<file path="src/rtl/row_adder_if.sv">
// Requester/adder handshake bundle for the shared row-adder scheduler.
interface row_adder_if #(
  parameter int NUM_REQ = 3,
  parameter int WIDTH_D = 8
);
  logic [NUM_REQ-1:0]         req_valid;
  logic [2*NUM_REQ-1:0]       req_col;
  logic [WIDTH_D*NUM_REQ-1:0] req_data;
  logic [NUM_REQ-1:0]         req_ready;
  logic                       add_valid;
  logic [1:0]                 add_col;
  logic [WIDTH_D-1:0]         add_data;
  logic                       add_ready;
  logic                       fire;
  logic                       fire_ack;
  logic                       err_col;
  logic [1:0]                 grant_id;

  modport master (
    output req_valid, req_col, req_data, add_ready, fire_ack,
    input  req_ready, add_valid, add_col, add_data, fire, err_col, grant_id
  );

  modport slave (
    input  req_valid, req_col, req_data, add_ready, fire_ack,
    output req_ready, add_valid, add_col, add_data, fire, err_col, grant_id
  );
endinterface

</file>
<file path="src/rtl/row_adder_sched.sv">
// Round-robin scheduler sharing one row adder among NUM_REQ PE requesters;
// counts partials per column and raises fire once every column is complete.
module row_adder_lane #(
  parameter int NUM_COL = 3
) (
  input  logic               valid,
  input  logic [1:0]         col,
  input  logic [NUM_COL-1:0] full,
  input  logic               open,
  output logic               elig,
  output logic [1:0]         col_eff
);
  logic blocked;

  // Tags beyond NUM_COL degrade to the discard tag 00.
  always_comb begin
    col_eff = (int'(col) <= NUM_COL) ? col : 2'd0;
    blocked = 1'b0;
    for (int c = 0; c < NUM_COL; c++)
      if (col_eff == 2'(c + 1) && full[c]) blocked = 1'b1;
    elig = valid && open && !blocked;
  end
endmodule

module row_adder_sched #(
  parameter int NUM_REQ      = 3,
  parameter int WIDTH_D      = 8,
  parameter int NUM_COL      = 3,
  parameter int PSUM_PER_COL = 3
) (
  input logic       clk,
  input logic       rst,
  row_adder_if.slave bus
);
  localparam int PW = (NUM_REQ > 1) ? $clog2(NUM_REQ) : 1;

  typedef enum logic {COLLECT, FIRE} state_t;
  typedef struct packed {
    logic [1:0]         col;
    logic [WIDTH_D-1:0] data;
  } psum_t;

  state_t                    state, state_nxt;
  logic [PW-1:0]             ptr;
  logic [NUM_COL-1:0][1:0]   cnt;
  logic [NUM_COL-1:0]        full;
  logic                      all_full;
  logic                      out_vld;
  psum_t                     out_q;
  logic [1:0]                gid;
  logic                      err_q;
  logic                      fire_o;
  logic                      slot_free, open;
  logic [NUM_REQ-1:0]        elig;
  logic [NUM_REQ-1:0][1:0]   col_eff;
  logic                      gnt_any;
  logic [PW-1:0]             gnt_idx;
  int                        scan_idx;
  psum_t                     sel;
  logic                      load;

  always_comb begin
    full = '0;
    for (int c = 0; c < NUM_COL; c++) full[c] = int'(cnt[c]) >= PSUM_PER_COL;
  end
  assign all_full = &full;

  // Pass-through: a slot being drained this cycle can be refilled this cycle.
  assign slot_free = !out_vld || bus.add_ready;
  assign open      = (state == COLLECT) && slot_free;

  for (genvar i = 0; i < NUM_REQ; i++) begin : g_lane
    row_adder_lane #(.NUM_COL(NUM_COL)) u_lane (
      .valid   (bus.req_valid[i]),
      .col     (bus.req_col[2*i +: 2]),
      .full    (full),
      .open    (open),
      .elig    (elig[i]),
      .col_eff (col_eff[i])
    );
  end

  always_comb begin
    gnt_any  = 1'b0;
    gnt_idx  = '0;
    scan_idx = 0;
    for (int k = 0; k < NUM_REQ; k++) begin
      scan_idx = (int'(ptr) + k) % NUM_REQ;
      if (!gnt_any && elig[scan_idx]) begin
        gnt_any = 1'b1;
        gnt_idx = PW'(scan_idx);
      end
    end
    bus.req_ready = '0;
    if (gnt_any) bus.req_ready[gnt_idx] = 1'b1;
  end

  assign sel.col  = col_eff[gnt_idx];
  assign sel.data = bus.req_data[int'(gnt_idx)*WIDTH_D +: WIDTH_D];
  assign load     = gnt_any && (sel.col != 2'd0);

  always_ff @(posedge clk) begin
    if (rst) state <= COLLECT;
    else     state <= state_nxt;
  end

  // FIRE waits for the final partial to leave the output register.
  always_comb begin
    state_nxt = state;
    fire_o    = 1'b0;
    case (state)
      COLLECT: if (all_full && (!out_vld || bus.add_ready)) state_nxt = FIRE;
      FIRE: begin
        fire_o = 1'b1;
        if (bus.fire_ack) state_nxt = COLLECT;
      end
      default: state_nxt = COLLECT;
    endcase
  end

  always_ff @(posedge clk) begin
    if (rst) begin
      out_vld <= 1'b0;
      out_q   <= '0;
      ptr     <= '0;
      gid     <= 2'd0;
      err_q   <= 1'b0;
      cnt     <= '0;
    end else begin
      err_q <= gnt_any && (sel.col == 2'd0);
      if (gnt_any) begin
        ptr <= (int'(gnt_idx) == NUM_REQ - 1) ? '0 : gnt_idx + 1'b1;
        gid <= 2'(gnt_idx);
      end
      if (load) begin
        out_vld <= 1'b1;
        out_q   <= sel;
      end else if (bus.add_ready) begin
        out_vld <= 1'b0;
      end
      if (state == FIRE && bus.fire_ack) begin
        cnt <= '0;
      end else if (load) begin
        for (int c = 0; c < NUM_COL; c++)
          if (sel.col == 2'(c + 1)) cnt[c] <= cnt[c] + 2'd1;
      end
    end
  end

  assign bus.add_valid = out_vld;
  assign bus.add_col   = out_q.col;
  assign bus.add_data  = out_q.data;
  assign bus.fire      = fire_o;
  assign bus.err_col   = err_q;
  assign bus.grant_id  = gid;
endmodule

</file>
<file path="src/flat_wrapper.sv">
// flat-port wrapper written by rule: the top's interface ports become plain ports
module row_adder_sched_flat 
#(
  parameter int NUM_REQ      = 3,
  parameter int WIDTH_D      = 8,
  parameter int NUM_COL      = 3,
  parameter int PSUM_PER_COL = 3
)
  (clk, rst, bus_req_valid, bus_req_col, bus_req_data, bus_add_ready, bus_fire_ack, bus_req_ready, bus_add_valid, bus_add_col, bus_add_data, bus_fire, bus_err_col, bus_grant_id);
  row_adder_if #(.NUM_REQ(NUM_REQ), .WIDTH_D(WIDTH_D)) bus_i ();
  input logic clk;
  input logic rst;
  input wire logic [$bits(bus_i.req_valid)-1:0] bus_req_valid;
  input wire logic [$bits(bus_i.req_col)-1:0] bus_req_col;
  input wire logic [$bits(bus_i.req_data)-1:0] bus_req_data;
  input wire logic [$bits(bus_i.add_ready)-1:0] bus_add_ready;
  input wire logic [$bits(bus_i.fire_ack)-1:0] bus_fire_ack;
  output wire logic [$bits(bus_i.req_ready)-1:0] bus_req_ready;
  output wire logic [$bits(bus_i.add_valid)-1:0] bus_add_valid;
  output wire logic [$bits(bus_i.add_col)-1:0] bus_add_col;
  output wire logic [$bits(bus_i.add_data)-1:0] bus_add_data;
  output wire logic [$bits(bus_i.fire)-1:0] bus_fire;
  output wire logic [$bits(bus_i.err_col)-1:0] bus_err_col;
  output wire logic [$bits(bus_i.grant_id)-1:0] bus_grant_id;
  assign bus_i.req_valid = bus_req_valid;
  assign bus_i.req_col = bus_req_col;
  assign bus_i.req_data = bus_req_data;
  assign bus_i.add_ready = bus_add_ready;
  assign bus_i.fire_ack = bus_fire_ack;
  assign bus_req_ready = bus_i.req_ready;
  assign bus_add_valid = bus_i.add_valid;
  assign bus_add_col = bus_i.add_col;
  assign bus_add_data = bus_i.add_data;
  assign bus_fire = bus_i.fire;
  assign bus_err_col = bus_i.err_col;
  assign bus_grant_id = bus_i.grant_id;
  row_adder_sched #(.NUM_REQ(NUM_REQ), .WIDTH_D(WIDTH_D), .NUM_COL(NUM_COL), .PSUM_PER_COL(PSUM_PER_COL)) u_core (.clk(clk), .rst(rst), .bus(bus_i));
endmodule
</file>
<file path="config.mk">
export PLATFORM = sky130hd
export DESIGN_NAME = row_adder_sched_flat
export DESIGN_NICKNAME = d
export VERILOG_FILES = /design/src/rtl/row_adder_if.sv /design/src/rtl/row_adder_sched.sv /design/src/flat_wrapper.sv
export SDC_FILE = /design/constraint.sdc
export NUM_CORES = 1
export LEC_CHECK = 0
export CAP_MARGIN = 5
export CORE_MARGIN = 2
export CORE_UTILIZATION = 45
export DETAILED_ROUTE_END_ITERATION = 10
export PLACE_DENSITY = 0.85
export SLEW_MARGIN = 20
export SYNTH_ARGS = -nofsm -noshare
export SYNTH_HDL_FRONTEND = slang
export SYNTH_SLANG_ARGS = --single-unit
export TNS_END_PERCENT = 1
</file>
<file path="constraint.sdc">
create_clock -name clk -period 5.8 [get_ports clk]
set_input_delay 0.87 -clock clk [delete_from_list [all_inputs] [get_ports clk]]
set_output_delay 0.87 -clock clk [all_outputs]
set_load 0.01 [all_outputs]
</file>
==> results of run 1 <==
[through the flow]
stage / area [sq um] / setup WS, ns / hold slack (ns)
2_1_floorplan: 1450 / 2.47 / 0.461
5_1_grt: 2030 / 1.20 / 0.496
3_5_place_dp: 2000 / 1.38 / 0.458
3_3_place_gp: 2000 / 1.49 / 0.451
4_1_cts: 2030 / 1.37 / 0.477
6_report: 2030 / 1.35 / 0.475
[registers in the layout, summed over array words and instances (netlist names)]
| register | count |
|---|---|
| u_core.bus.err_col | 1 |
| u_core.cnt | 6 |
| u_core.bus.add_col | 2 |
| u_core.state | 1 |
| u_core.ptr | 2 |
| u_core.bus.add_data | 8 |
| u_core.bus.add_valid | 1 |
| u_core.bus.grant_id | 2 |
[final timing paths]
kind | endpoint | from | slack, ns
max | bus_req_ready[1] | bus_req_col[0] | 1.35
min | u_core.bus.grant_id[1] | u_core.bus.grant_id[1] | 0.48
max reg2reg | u_core.bus.add_data[2] | u_core.cnt[4] | 2.36
min reg2reg | u_core.bus.grant_id[1] | u_core.bus.grant_id[1] | 0.48
[per-layer routing]
layer | part of all wire [%] | up-vias
li1 | - | 727
met4 | 2.0 | 0
met1 | 40 | 706
met3 | 5.8 | 9
met5 | 0 | -
met2 | 52 | 62
[layout by cell type (no fill, tap or decap), drive strengths merged, types with 3 or more instances in the layout]
cell           synthesis  layout
a21boi                 4       4
a21oi                 15      15
clkbuf                 7       3
clkdlybuf4s50          0      54
dfxtp                 23      23
ha                     7       7
inv                    3       3
mux2                  10      10
mux2i                  4       4
nand2                  7       7
nand2b                10      10
nand3                  4       4
nand3b                12      12
nor2                  10      10
nor3                   7       7
nor4                   3       3
o21ai                  5       5
o221ai                 8       8
or4                    4       4
[worst register-to-register path: stages, from the launching register on]
cell and delay [ns]:
dfxtp_1 0.35, ha_1 0.25, mux2_1 0.31, nand2_1 0.14
a2bb2oi_1 0.13, a31oi_1 0.20, nand3_1 0.41, nor4_2 1.09
o221ai_1 0.26, a21oi_1 0.22
[logic make-up (layout without fill, tap and decap cells)]
group           Yosys count  in the layout  share of synthesized area [%]
mux                      14             14                           10.5
simple gates             66             66                           27.2
flops                    23             23                           31.8
fa+ha+maj                 7              7                           6.05
buf+inv                  14             61                           4.32
compound gates           44             44                           20.1
[final cells by class]
class,count,area (sq um)
Fill cell,274,1020
Multi-Input combinational cell,131,940
Timing Repair Buffer,54,541
Sequential cell,23,460
Tap cell,44,55.1
Clock buffer,3,22.5
Inverter,3,11.3
Clock inverter,1,5.00
[power groups by stage]
stage / Sequential [W] / Clock (W) / Combinational, W
global placement: 0.000263 / 0 / 0.000565
finish: 0.000265 / 0.0000779 / 0.000599
CTS: 0.000264 / 0.0000790 / 0.000588
floorplan: 0.000282 / 0 / 0.000363
global route: 0.000273 / 0.0000849 / 0.000661
detailed placement: 0.000268 / 0 / 0.000584
==> flow_summary.ini, run 1 <==
[clock_network]
worstSkewPairLatency_ns = 0.32
cts_resized = 0
clk_transition_reported_paths_ns = 0.13
cts_sinks = 23
post_cts_buffers = 0
cts_buffers = 3
htreeDepth = 1
root_buffer = clkbuf_4
tritoncts = done
cts_hold_buf = 0
clockBufferDepth = 2

[route]
ant_nets = 0
drt-total-wl_microns = 4130
first_iter_violations = 138
drc = 0
routedWlPerCell_microns = 15.9
viasPerCell = 5.81
drt_pre_antenna_iters = 4
vias = 1504

[synthesis]
yosys-top-cells-area = dfxtp_1 (32%), mux2_2 (7.0%), nand3b_1 (6.2%)
synth_area_per_cell_sq_um = 8.62
yosys-top-cells-count = dfxtp_1 (23), a21oi_1 (15), nand3b_1 (12)
synth_top_area_share_pct = 31.8
syn_nets = 212
synth-edff-count = 0
synthArstFlopShare_pct = 0
synth_ff_type = dfxtp_1
synth_top_cell_by_area = dfxtp_1
post-synth-top-count-cell = dfxtp_1
syn_inst = 168
seq_area_frac_synth_pct = 31.8
yosysWarnings = 0
ys_seq_elements = 23
syn_area_sq_um = 1450
ys_types = 42

[timing]
max_freq_mhz = 225
worst_pin_slew_ns = 1.11
setup_tns_ns = 0
period_needed_ns = 4.45
grt_setup_unrepaired = false
skew_ns = 0.00294
slew_headroom_pct = 25.7
final.period_utilization_pct = 76.7
maxSlewViolCount = 0
hold_viol = 0
finalSetupViolCount = 0

[final_layout]
fin_util_pct = 66.6
antenna_cells = 0
drive_above_1_share_pct = 8.37
nets = 260
finalNonFillerCells = 259
area_growth_pct = 40.5

[die]
io_pins = 55
core_area_sq_um = 3050
fp.dieArea_sq_um = 3690
die_h_microns = 60.7
initial_utilization_pct = 47.4
fp-row-count = 20
die_w_microns = 60.7

[global_route]
grt_pass1_vias = 1490
met3_usage_pct = 3.84
use_met2_pct = 41.9
busiest_layer = met2
grt_start_max_net_pins = 21
grtUsageMet1_pct = 29.2
grt_pass1_wl_microns = 6750
grt-ovfl-total = 0
grt_antenna_before_repair = 0
grt_use_total_pct = 24.2

[placed_design]
gp_congestion = 0.904
dp.cells = 255
io_buffer_count = 54
dp_hpwl_microns = 3120

[power]
power.density_nw_per_um2 = 463
power.leakage_nw = 0.733
p_comb_share_pct = 63.6
vdd_ir_drop_max_mv = 0.277
internal_power_w = 0.000530
fin_total_pwr_w = 0.000942
net-switching-power_w = 0.000413
clkPwrFrac_pct = 8.3
switching_share_pct = 43.8
seq_power_share_pct = 28.1

[worst_setup_path]
cp.depth = 7
slowest_stage = nor2_1
crit_family = buffers and inverters
worst_ep_required_time_ns = 4.93
critical_path_class = in2out
crit_buf_inv = 2
crit_chain = clkdlybuf4s50_1, mux2i_1, mux2i_1, or4_1, nand4_1, nor2_1, clkdlybuf4s50_1
cp_max_fo = 12
critPathMaxStageDelay_ns = 0.74
crit_arrival_ns = 3.58
endpoint_kind = primary output
start_kind = input pin
worstRegToRegCells = 9

[hold_path]
min_path_type = reg2reg
whs_path_depth = 2

[outcome]
status = complete, no violations

[flow_run]
maxCapViolCount = 0
Note: power is estimated with default switching activity, not from simulation.
==> run 2, diff against run 1 <==
--- a/config.mk
+++ b/config.mk
@@ -7,9 +7,9 @@
 export LEC_CHECK = 0
 export CAP_MARGIN = 5
 export CORE_MARGIN = 2
-export CORE_UTILIZATION = 45
+export CORE_UTILIZATION = 44
 export DETAILED_ROUTE_END_ITERATION = 10
-export PLACE_DENSITY = 0.85
+export PLACE_DENSITY = 0.83
 export SLEW_MARGIN = 20
 export SYNTH_ARGS = -nofsm -noshare
 export SYNTH_HDL_FRONTEND = slang
==> constraint.sdc (replaced) <==
create_clock -name clk -period 4.35 [get_ports clk]
set_input_delay 0.6525 -clock clk [delete_from_list [all_inputs] [get_ports clk]]
set_output_delay 0.6525 -clock clk [all_outputs]
set_load 0.01 [all_outputs]
==> run 2 against run 1 <==
Compared with the run above:
- final area is 1.1% higher
- critical path depth increased by 1
- sequential power is 34% higher
- clock-buffer cell count did not move
- sequential cell count is the same
- non-clock buffer count grew 3
- combinational power increased by 36%
- first-iteration DRC count down 42%
- core utilization shrank 0.35 points
- sequential share of layout area shrank 0.25 points
- routed wire length is 2.7% lower
==> flow_summary.ini, run 2 (same netlist as run 1, synthesis figures left out) <==
[outcome]
status = complete, no violations

[final_layout]
antenna_cells = 0
area_growth_pct = 42.1
final_common_cell = clkdlybuf4s50_1
finalNonFillerCells = 262
fill_cells = 282
final_cell_mix = clkdlybuf4s50_1 (54), dfxtp_1 (23), a21oi_1 (15)
largest_reg_flops = 8
nets = 263
drive_above_1_share_pct = 9.63

[worst_setup_path]
start_kind = input pin
critical_path_class = in2out
worst_ep_required_time_ns = 3.70
r2r_end = u_core.cnt[4]
r2r-start = u_core.cnt[4]
worstRegToRegCells = 9
r2r_setup_slack_ns = 1.12
cp_max_fo = 9
endpoint_kind = primary output
crit_arrival_ns = 3.25

[global_route]
grt_start_max_net_pins = 19
grt-ovfl-total = 0
grt_pass1_wl_microns = 6180
grt_use_total_pct = 21.9
grt_pass1_vias = 1394
grt_antenna_before_repair = 0

[clock_network]
tritoncts = done
root_buffer = clkbuf_4
cts_buffers = 3
clockBufferDepth = 2
clk_transition_reported_paths_ns = 0.14
post_cts_buffers = 0
cts_resized = 0
cts_hold_buf = 0
htreeDepth = 1
cts_sinks = 23
worstSkewPairLatency_ns = 0.32

[route]
drt_pre_antenna_iters = 5
vias = 1482
viasPerCell = 5.66
routedWlPerCell_microns = 15.3
ant_nets = 0
first_iter_violations = 80
drc = 0
drt-total-wl_microns = 4020

[placed_design]
io_buffer_count = 54
dp.cells = 258
dp_hpwl_microns = 3030
gp_congestion = 0.887

[hold_path]
holdCritStartpoint = u_core.bus.add_col[1]
whs_path_depth = 2
min_path_type = reg2reg
holdPathEnd = u_core.bus.add_col[1]

[die]
core_area_sq_um = 3100
fp.dieArea_sq_um = 3770
fp-row-count = 20
die_w_microns = 61.4
io_pins = 55
initial_utilization_pct = 46.7
die_h_microns = 61.4

[flow_run]
maxCapViolCount = 0

[power]
power.density_nw_per_um2 = 617
vdd_ir_drop_max_mv = 0.288
power.leakage_nw = 0.748

[timing]
grt_setup_unrepaired = false
final.period_utilization_pct = 89.6
max_freq_mhz = 256
slew_headroom_pct = 32.6
hold_ws_ns = 0.478
hold_viol = 0
skew_ns = 0.00764
worst_pin_slew_ns = 1.00
maxSlewViolCount = 0
finalSetupViolCount = 0
setup_tns_ns = 0
period_needed_ns = 3.90
run 2: layer usage:
layer	vias to the layer above	track usage (%)	share of wire [%]
met5	-	0	0
met3	5	3.36	6.1
li1	737	-	-
met2	56	38.4	47
met4	0	6.69	1.0
met1	684	27.5	46
run 2: final cells by class:
cell class / instances / area (sq um) / area share (%)
clock inverters: 1 / 5.00 / 0.243
repair buffers: 57 / 563 / 27.4
inverters: 3 / 11.3 / 0.547
well taps: 44 / 55.1 / 2.68
multi-input cells: 131 / 940 / 45.7
flip-flops and latches: 23 / 460 / 22.4
clock buffers: 3 / 22.5 / 1.09
run 2: worst max-delay path, cell delays in order:
cell	delay, ns
clkdlybuf4s50_1	0.53
mux2_1	0.34
nand2_1	0.12
a2bb2oi_1	0.12
a31oi_1	0.19
nand3_1	0.34
nor3_1	0.36
clkdlybuf4s50_1	0.60
run 2: worst max path at each step:
stage | startpoint | endpoint | slack (ns) | cells after the start
2_1_floorplan | bus_add_ready | bus_req_ready[0] | 1.46 | 7
3_3_place_gp | bus_req_col[0] | bus_req_ready[0] | 0.63 | 8
3_5_place_dp | bus_req_col[4] | bus_req_ready[0] | 0.54 | 8
4_1_cts | bus_req_col[4] | bus_req_ready[0] | 0.53 | 8
5_1_grt | bus_req_col[2] | bus_req_ready[0] | 0.32 | 8
6_report | bus_req_col[4] | bus_req_ready[0] | 0.45 | 8
run 2: power breakdown:
part           switching, W  internal, W  total, W
registers         0.0000561     0.000298  0.000354
logic              0.000421     0.000391  0.000812
clock network     0.0000689    0.0000345  0.000103
run 2: through the flow:
stage / cell area (sq um) / util, % / total power [W] / worst slack, ns
global placement: 2020 / 65.1 / 0.00113 / 0.625
detailed placement: 2020 / 65.1 / 0.00115 / 0.543
global route: 2060 / 66.3 / 0.00136 / 0.321
floorplan: 1450 / - / 0.000859 / 1.46
CTS: 2050 / 66.0 / 0.00126 / 0.528
finish: 2060 / 66.3 / 0.00127 / 0.451
==> run 3, diff against run 2 <==
--- a/config.mk
+++ b/config.mk
@@ -6,9 +6,11 @@
 export NUM_CORES = 1
 export LEC_CHECK = 0
 export CAP_MARGIN = 5
+export CORE_ASPECT_RATIO = 1.25
 export CORE_MARGIN = 2
 export CORE_UTILIZATION = 44
 export DETAILED_ROUTE_END_ITERATION = 10
+export HOLD_SLACK_MARGIN = 0.1
 export PLACE_DENSITY = 0.83
 export SLEW_MARGIN = 20
 export SYNTH_ARGS = -nofsm -noshare
==> run 3 against run 2 <==
Compared with the run above:
- non-clock buffer count rose by 2
- final area rose by 0.91%
- combinational power rose by 2%
- routed wire length fell by 2.8%
- core utilization fell by 0.72 points
- worst hold slack got worse by 0.016 ns
- critical path depth rose by 1
- cell count fell by 1.9%
- power rose by 3.8%
- critical endpoint unchanged
- largest power group unchanged
- highest routed layer unchanged
==> flow_summary.ini, run 3 (same netlist as run 1, synthesis figures left out) <==
[outcome]
status = complete, no violations

[worst_setup_path]
slowest_stage = clkdlybuf4s50_1
critPathMaxStageDelay_ns = 0.60
crit_buf_inv = 4
worst_ep_required_time_ns = 3.70
endpoint_kind = primary output
cp_max_fo = 18
start_kind = input pin
crit_arrival_ns = 3.07
crit_chain = clkdlybuf4s50_1, mux2i_1, mux2i_1, nor3_1, a211o_1, inv_2, buf_4, nor3_1, clkdlybuf4s50_1
critical_path_class = in2out
crit_family = buffers and inverters

[global_route]
grt-ovfl-total = 0
use_met2_pct = 35.9
grtUsageMet1_pct = 25.2
met3_usage_pct = 3.40
grt_use_total_pct = 20.9
grt_antenna_before_repair = 0
busiest_layer = met2
grt_pass1_vias = 1428
grt_start_max_net_pins = 19
grt_pass1_wl_microns = 6290

[placed_design]
io_buffer_count = 54
dp_hpwl_microns = 2990
dpl_cell_area_sq_um = 2020
gp_congestion = 0.859

[clock_network]
post_cts_buffers = 0
clockBufferDepth = 2
tritoncts = done
cts_hold_buf = 0
clk_transition_reported_paths_ns = 0.08
htreeDepth = 1
cts_sinks = 23
worstSkewPairLatency_ns = 0.27
cts_resized = 0
cts_buffers = 3
root_buffer = clkbuf_8

[route]
ant_nets = 0
viasPerCell = 5.91
first_iter_violations = 32
vias = 1518
drt-total-wl_microns = 3900
routedWlPerCell_microns = 15.2
drc = 0
drt_pre_antenna_iters = 4

[timing]
maxSlewViolCount = 0
period_needed_ns = 3.73
worst_pin_slew_ns = 0.720
slew_headroom_pct = 51.7
setup_tns_ns = 0
final.period_utilization_pct = 85.7
grt_setup_unrepaired = false
finalSetupViolCount = 0
skew_ns = 0.00260
hold_viol = 0
max_freq_mhz = 268

[flow_run]
maxCapViolCount = 0

[die]
fp.dieArea_sq_um = 3770
initial_utilization_pct = 45.7
die_w_microns = 55.3
core_area_sq_um = 3170
fp-row-count = 23
die_h_microns = 68.1
io_pins = 55

[final_layout]
fin_util_pct = 65.6
design_area_sq_um = 2080
final_cell_mix = clkdlybuf4s50_1 (54), dfxtp_1 (23), a21oi_1 (15)
drive_above_1_share_pct = 10.0
area_growth_pct = 43.4
nets = 265
final_common_cell = clkdlybuf4s50_1
antenna_cells = 0
largest_reg_flops = 8

[power]
power.leakage_nw = 0.764
power.density_nw_per_um2 = 635
vdd_ir_drop_max_mv = 0.408

[hold_path]
min_path_type = reg2reg
[run 3: routing by layer]
metal	wire length, microns	vias to the layer above
met4	121	0
met3	208	11
li1	-	740
met5	0	-
met2	1880	51
met1	1690	716
[run 3: worst paths after layout]
check	slack (ns)	startpoint	cells past startpoint	endpoint
worst max-delay path	0.62	bus_req_col[2]	9	bus_req_ready[0]
worst max register to register	1.53	u_core.ptr[0]	10	u_core.cnt[4]
worst min-delay path	0.46	u_core.bus.grant_id[1]	2	u_core.bus.grant_id[1]
worst min register to register	0.46	u_core.bus.grant_id[1]	2	u_core.bus.grant_id[1]
[run 3: tightest hold or removal path, delay by kind of cell (launching register included)]
| kind | cells | cell delay (ns) |
|---|---|---|
| DFF | 1 | 0.31 |
| AOI/OAI and AO/OA | 1 | 0.05 |
| and+or+nand+nor | 1 | 0.05 |
[run 3: per-stage QoR]
stage	hold WS, ns	power, W	setup WS [ns]	cells
after CTS	0.465	0.00131	0.643	257
after global placement	0.447	0.00116	0.681	253
final	0.462	0.00132	0.624	257
after floorplan	0.461	0.000859	1.46	168
after detailed placement	0.450	0.00117	0.657	253
after global routing	0.493	0.00142	0.467	257
[run 3: area by class of cell]
type / count / area, sq um
sequential: 23 / 460
tap: 37 / 46.3
fill: 286 / 1090
inverter: 3 / 11.3
multi-input combinational: 131 / 933
timing repair buffer: 59 / 578
clock buffer: 3 / 41.3
clock inverter: 1 / 5.00
[run 3: power breakdown]
part	switching, W	internal, W	leakage (nW)	total [W]
Sequential	0.0000531	0.000298	0.189	0.000351
Combinational	0.000427	0.000406	0.550	0.000832
Clock	0.0000697	0.0000640	0.0255	0.000134
Total	0.000549	0.000768	0.764	0.00132
